<file path="config.mk">
export PLATFORM = sky130hd
export DESIGN_NAME = conv11_ctrl
export DESIGN_NICKNAME = d
export VERILOG_FILES = /design/src/rtl/conv11_ctrl.sv
export SDC_FILE = /design/constraint.sdc
export NUM_CORES = 1
export LEC_CHECK = 0
export BUFFER_PORTS_ARGS = -buffer_cell sky130_fd_sc_hd__buf_2
export CELL_PAD_IN_SITES_DETAIL_PLACEMENT = 1
export CELL_PAD_IN_SITES_GLOBAL_PLACEMENT = 1
export CORE_MARGIN = 1
export CORE_UTILIZATION = 41
export DETAILED_ROUTE_END_ITERATION = 10
export HOLD_SLACK_MARGIN = 0.06
export PLACE_DENSITY = 0.81
export SYNTH_ARGS = -nofsm -noshare
export SYNTH_HDL_FRONTEND = slang
export SYNTH_SLANG_ARGS = --single-unit
</file>
<file path="constraint.sdc">
create_clock -name clk -period 2.8 [get_ports clk]
set_input_delay 0.28 -clock clk [delete_from_list [all_inputs] [get_ports clk]]
set_output_delay 0.28 -clock clk [all_outputs]
set_load 0.005 [all_outputs]
</file>
<file path="src/rtl/conv11_ctrl.sv">
// ============================================================================
// Module      : conv11_ctrl
// Description : Sequencer for a 3x3 stride-1 convolution: walks every window
//               of an IMG_W x IMG_H frame in raster order, handshaking with
//               the line buffer and the MAC unit. Optional stall counter is
//               enabled by defining CONV11_CTRL_STALL_CNT_EN.
// Revision    : 1.0 - initial release
// ============================================================================
`default_nettype none

module conv11_ctrl #(
    parameter int IMG_W     = 28,
    parameter int IMG_H     = 28,
    parameter int CNT_WIDTH = 8
) (
    input  logic                   clk,
    input  logic                   rst,
    input  logic                   frame_start,
    input  logic                   abort,
    output logic                   busy,
    output logic                   frame_done,
    output logic                   win_req,
    input  logic                   win_ack,
    output logic [CNT_WIDTH-1:0]   win_row,
    output logic [CNT_WIDTH-1:0]   win_col,
    output logic                   calc_start,
    input  logic                   calc_done,
    output logic [2*CNT_WIDTH-1:0] out_count
`ifdef CONV11_CTRL_STALL_CNT_EN
    ,
    output logic [15:0]            stall_cnt
`endif
);

    localparam logic [2:0] c_idle  = 3'd0;
    localparam logic [2:0] c_fetch = 3'd1;
    localparam logic [2:0] c_calc  = 3'd2;
    localparam logic [2:0] c_wait  = 3'd3;
    localparam logic [2:0] c_next  = 3'd4;
    localparam logic [2:0] c_fin   = 3'd5;

    localparam logic [CNT_WIDTH-1:0] c_last_col = CNT_WIDTH'(IMG_W - 3);
    localparam logic [CNT_WIDTH-1:0] c_last_row = CNT_WIDTH'(IMG_H - 3);

    logic [2:0]             r_state;
    logic [2:0]             w_state_nxt;
    logic [CNT_WIDTH-1:0]   r_row;
    logic [CNT_WIDTH-1:0]   r_col;
    logic [2*CNT_WIDTH-1:0] r_count;
    logic                   w_start;
    logic                   w_last;

    assign w_start = (r_state == c_idle) && frame_start && !abort;
    assign w_last  = (r_col == c_last_col) && (r_row == c_last_row);

    always_ff @(posedge clk or posedge rst) begin
        if (rst) begin
            r_state <= c_idle;
        end else begin
            r_state <= w_state_nxt;
        end
    end

    always_comb begin
        w_state_nxt = r_state;
        busy        = (r_state != c_idle);
        win_req     = (r_state == c_fetch);
        calc_start  = (r_state == c_calc);
        // An abort in FIN suppresses the completion pulse
        frame_done  = (r_state == c_fin) && !abort;
        if (abort) begin
            w_state_nxt = c_idle;
        end else begin
            case (r_state)
                c_idle:  if (frame_start) w_state_nxt = c_fetch;
                c_fetch: if (win_ack)     w_state_nxt = c_calc;
                c_calc:                   w_state_nxt = c_wait;
                c_wait:  if (calc_done)   w_state_nxt = c_next;
                c_next:  w_state_nxt = w_last ? c_fin : c_fetch;
                c_fin:                    w_state_nxt = c_idle;
                default:                  w_state_nxt = c_idle;
            endcase
        end
    end

    always_ff @(posedge clk or posedge rst) begin
        if (rst) begin
            r_row   <= '0;
            r_col   <= '0;
            r_count <= '0;
        end else if (w_start) begin
            r_row   <= '0;
            r_col   <= '0;
            r_count <= '0;
        end else if (!abort) begin
            if ((r_state == c_wait) && calc_done) begin
                r_count <= r_count + (2*CNT_WIDTH)'(1);
            end
            // Last window leaves row/col parked on the final position
            if ((r_state == c_next) && !w_last) begin
                if (r_col == c_last_col) begin
                    r_col <= '0;
                    r_row <= r_row + CNT_WIDTH'(1);
                end else begin
                    r_col <= r_col + CNT_WIDTH'(1);
                end
            end
        end
    end

    assign win_row   = r_row;
    assign win_col   = r_col;
    assign out_count = r_count;

`ifdef CONV11_CTRL_STALL_CNT_EN
    logic [15:0] r_stall;
    logic        w_stall_ev;

    assign w_stall_ev = ((r_state == c_fetch) && !win_ack) ||
                        ((r_state == c_wait)  && !calc_done);

    always_ff @(posedge clk or posedge rst) begin
        if (rst) begin
            r_stall <= '0;
        end else if (w_start) begin
            r_stall <= '0;
        end else if (w_stall_ev && (r_stall != 16'hFFFF)) begin
            r_stall <= r_stall + 16'd1;
        end
    end

    assign stall_cnt = r_stall;
`endif

endmodule

`default_nettype wire

</file>
---- After elaboration in Yosys (flattened, before gate mapping) ----
Cells that the tools add are included.
word-level totals
  latch bits .............................. 0
  RAM bits ................................ 0
  logic and storage cells ................. 52
  ROM bits ................................ 0
  output and inout port bits .............. 36
  memories ................................ 0
  bits in registers ....................... 35
cells by class
  muxes and demuxes ....................... 17
  shift-type cells ........................ 0
  $mul .................................... 0
  $add $sub $neg .......................... 3
  eq/ne operators ......................... 11
  bitwise logic cells ..................... 0
  divide/modulo/power cells ............... 0
  reductions and logical operators ........ 17
  magnitude comparators ................... 0
operators by type and width
  cell                                                              number
  8-bit 2-to-1 mux                                                  8
  16-bit 2-to-1 mux                                                 3
  16-bit by 1-bit adder with 16-bit output (second input constant)  1
  8-bit by 1-bit adder with 8-bit output (second input constant)    2
  8-bit by 5-bit == test with 1-bit output (second input constant)  2
  3-bit 2-to-1 mux                                                  5
  3-bit case mux with 5 select lines                                1
  3-bit by 2-bit == test with 1-bit output (second input constant)  2
  3-bit == test (second input constant)                             2
  1-bit logical AND                                                 6
  3-bit != test (second input constant)                             2
  3-bit AND reduction                                               2
  2-bit nonzero test                                                3
  2-bit AND reduction                                               2
  3-bit by 1-bit == test with 1-bit output (second input constant)  1
  3-bit logical NOT                                                 1
  3-bit by 2-bit != test with 1-bit output (second input constant)  1
  3-bit nonzero test                                                1
  1-bit logical NOT                                                 2
  2-bit by 1-bit != test with 1-bit output (second input constant)  1

---- Logic depth before layout (Yosys ltp) ----
  depth in word-level cells ............... 7
  mapped depth ............................ 6
  gate-level depth less buffers ........... 6

---- Least setup slack after synthesis ----
Ideal clock, no wire load.
  kind .................................... register to register
  start ................................... register r_state[0]
  end ..................................... register r_row[6] (netlist: win_row[6])
  required time ........................... 2734 ps
  buffers on the path ..................... 1
  library setup time ...................... 66 ps
  stages on the path, launching flop included .. 6
  data arrival time ....................... 2125 ps
  clock period less this slack ............ 2191 ps
  slack ................................... 609 ps
  cells stage by stage .................... dfrtp_1 -> or4b_4 -> buf_6 -> or4_4 -> or4_1 -> nand2_1
between the ends
  word-level cells in the longest chain between the ends .. 5
ends and longest elaborated chain
  item                                                                                                    RTL line  text
  start: declaration                                                                                      45        logic [2:0] r_state;
  start signal: assignment                                                                                58        r_state <= c_idle;
  start signal: assignment                                                                                60        r_state <= w_state_nxt;
  3-bit logical NOT                                                                                       53        assign w_start = (r_state == c_idle) && frame_start && !abort;
  1-bit logical AND (2 in a row)                                                                          53
  2-bit by 1-bit != test with 1-bit output (no source line) / 2-bit nonzero test (equally long branches)  -
  3-bit AND reduction (no source line)                                                                    -
  end signal: assignment                                                                                  103       r_row <= r_row + CNT_WIDTH'(1);
  end: declaration                                                                                        47        logic [CNT_WIDTH-1:0] r_row;
Several ways; a longest one is shown, not always the timed one.
A chain may end at the register's enable or synchronous reset.

---- Worst setup path in the final report ----
  start ................................... register r_state[0]
  end ..................................... register r_row[4] (netlist: win_row[4])
The elaborated chain is that of the path after synthesis.

==> impl_metrics.toml <==
[synthesis]
synth_warnings = 0
synth_area_leaders = "dfrtp_1 43%, a21oi_1 4.5%, xor2_1 3.5%"
synth_common_cells = "35 x dfrtp_1, 18 x a21oi_1, 17 x nor2_1"
yosysTopAreaCellShare_pct = 43.5
ys_types = 42
syn_nets = 231
synth.largest_area_cell = "dfrtp_1"
synthCells = 220
ys_async_sr_fraction_pct = 100
ys_ff_latch = 35
synth_area_um2 = 2020
synth_seq_area_share_pct = 43.5
avgSynthCellArea_um2 = 9.16
synth.most_common_cell = "dfrtp_1"
synth-edff-count = 0
synth_ff_type = "dfrtp_1"

[sta]
rsz0062_at_grt = "false"
setup_slack_ns = 0.430
min_period_ns = 2.37
fin_skew_ns = 0.00661
setup_tns_ns = 0
period_share_pct = 84.6
setup-violations-final = 0
worst_slew_pin_slew_ns = 0.656
relSlewSlack_pct = 56.2
hold_viol_final = 0
slew_viol_final = 0
max_clock_freq_mhz = 422
fin_worst_hold_slack_ns = 0.0865

[detailed_routing]
vias_per_cell = 5.66
drtIter0Drc = 73
drt_wl_total_um = 5020
vias = 1858
wl_per_cell_um = 15.3
drtPass1Iterations = 4
drc = 0
final_antenna_net_count = 0

[placed_design]
hpwl_um = 3610
place_congestion = 0.817
place_ws_ns = 0.443
port_buffers = 41
post_dp_cell_area_um2 = 2270

[worst_setup_path]
crit_chain = "or4b_4 > or4_4 > or4b_1 > nand2_1"
worstReg2RegEnd = "win_row[4]"
path_class = "reg -> reg"
r2r_setup_slack_ns = 0.43
critical_path_buf_inv_count = 0
cpPeakStageDelay_ns = 0.67
slowest_stage = "or4b_4"
reg2reg_depth = 4
critical_path_arrival_ns = 2.61
cp-start-kind = "flop"
crit_path_start = "r_state[0]"
critPathCapture = "win_row[4]"
required_ns = 3.04
worst-path-max-fanout = 14
timing.rr.start = "r_state[0]"
endpoint_kind = "flop"
crit_family = "simple AND/OR/NAND/NOR gates"
path_depth = 4

[die]
start_util_pct = 42.7
rows = 25
core_area_um2 = 4720
dieHeight_um = 72.1
die_x_um = 72.1
io_pins = 42
dieArea_um2 = 5200

[clocking]
hold_buffers = 0
cts_root_buf = "clkbuf_8"
numCtsBuffers = 5
cts_tree = "done"
cts_num_sinks = 35
cts_buffer_depth = 2
cts_setup_buffers = 0
cts_resized = 0
clkTransAtPathRegs_ns = 0.07
clk_latency_ns = 0.29
cts_max_level = 2

[global_routing]
grt_util_all_layers_pct = 21.2
grt_pass1_vias = 1787
overflow = 0
antenna_found_initial = 0
grt_pass1_wl_um = 8530
grt_max_degree = 36

[power]
p_leak_nw = 1.11
power_density_nw_per_um2 = 419
vdd_drop_max_mv = 0.242

[final_layout]
area_growth_pct = 17.6
final_cell_area_um2 = 2370
diodes = 0
nets = 271
drive_gt1_share_pct = 22.2

[min_path]
hp-class = "in -> async"

[flow_run]
maxCapViolCount = 0

[status]
status = "finished clean"
## state kept, by name (all words and copies together), names as in the netlist
signal	count
out_count	16
win_col	8
win_row	8
r_state	3
## through the flow
stage / utilization (%) / total power [mW] / cells
after floorplan: - / 0.569 / 220
final: 50.2 / 0.992 / 328
after detailed placement: 48.1 / 0.591 / 320
after global placement: 48.1 / 0.589 / 320
after global routing: 50.2 / 1.03 / 328
after CTS: 50.2 / 1.01 / 328
## area by class of cell
cell class | instances | area [um^2]
repair buffers | 44 | 228
multi-input cells | 166 | 1050
flip-flops and latches | 35 | 876
clock buffers | 8 | 100
inverters | 8 | 30.0
well taps | 67 | 83.8
fillers | 564 | 2350
## report_power, final
part           internal, mW  total, mW  switching [mW]  leakage, nW
Sequential            0.509      0.521          0.0115        0.487
Clock                 0.225      0.412           0.187       0.0515
Combinational        0.0215     0.0599          0.0384        0.572
## layout by cell type (no fill, tap or decap), drive strengths merged, types with 4 or more instances in the layout
master / synthesis / layout
buf: 2 / 44
dfrtp: 35 / 35
a21oi: 18 / 18
nor2: 17 / 17
nand2: 16 / 16
o21ai: 12 / 12
nand3: 12 / 12
or3: 8 / 8
inv: 8 / 8
xor2: 8 / 8
clkbuf: 9 / 8
or4: 8 / 8
nand4: 7 / 7
nor3: 6 / 6
nor4: 5 / 5
ha: 5 / 5
and2: 4 / 4
xnor2: 4 / 4
## routing by layer
| metal | part of all wire (%) | up-vias | global-route usage (%) | routed length (um) |
|---|---|---|---|---|
| met4 | 1.9 | 0 | 8.71 | 95 |
| met1 | 46 | 917 | 26.9 | 2330 |
| met2 | 48 | 37 | 35.2 | 2420 |
| met3 | 3.5 | 8 | 4.58 | 176 |
| met5 | 0 | - | 0 | 0 |
| li1 | - | 896 | - | - |
## worst reg2reg max path, stage by stage (launching register included)
cell	delay, ns
dfrtp_1	0.52
or4b_4	0.67
or4_4	0.58
or4b_1	0.47
nand2_1	0.08
## worst min-delay path by stage
stage,from,end,slack [ns]
final,rst,out_count[7],0.09
after detailed placement,rst,out_count[13],0.42
after global placement,rst,out_count[7],0.41
after floorplan,rst,out_count[0],0.43
after CTS,rst,out_count[13],0.1
after global routing,rst,out_count[13],0.13
## cells by family after synthesis
| family | after synthesis | share of synthesized area (%) |
|---|---|---|
| buffers and inverters | 19 | 4.28 |
| flip-flops | 35 | 43.5 |
| XOR/XNOR | 12 | 5.21 |
| AND/OR/NAND/NOR | 102 | 29.6 |
| adder cells (fa/ha/maj) | 5 | 3.10 |
| AO/OA/AOI/OAI | 47 | 14.3 |
No activity file was read; power rests on OpenSTA's default activity.
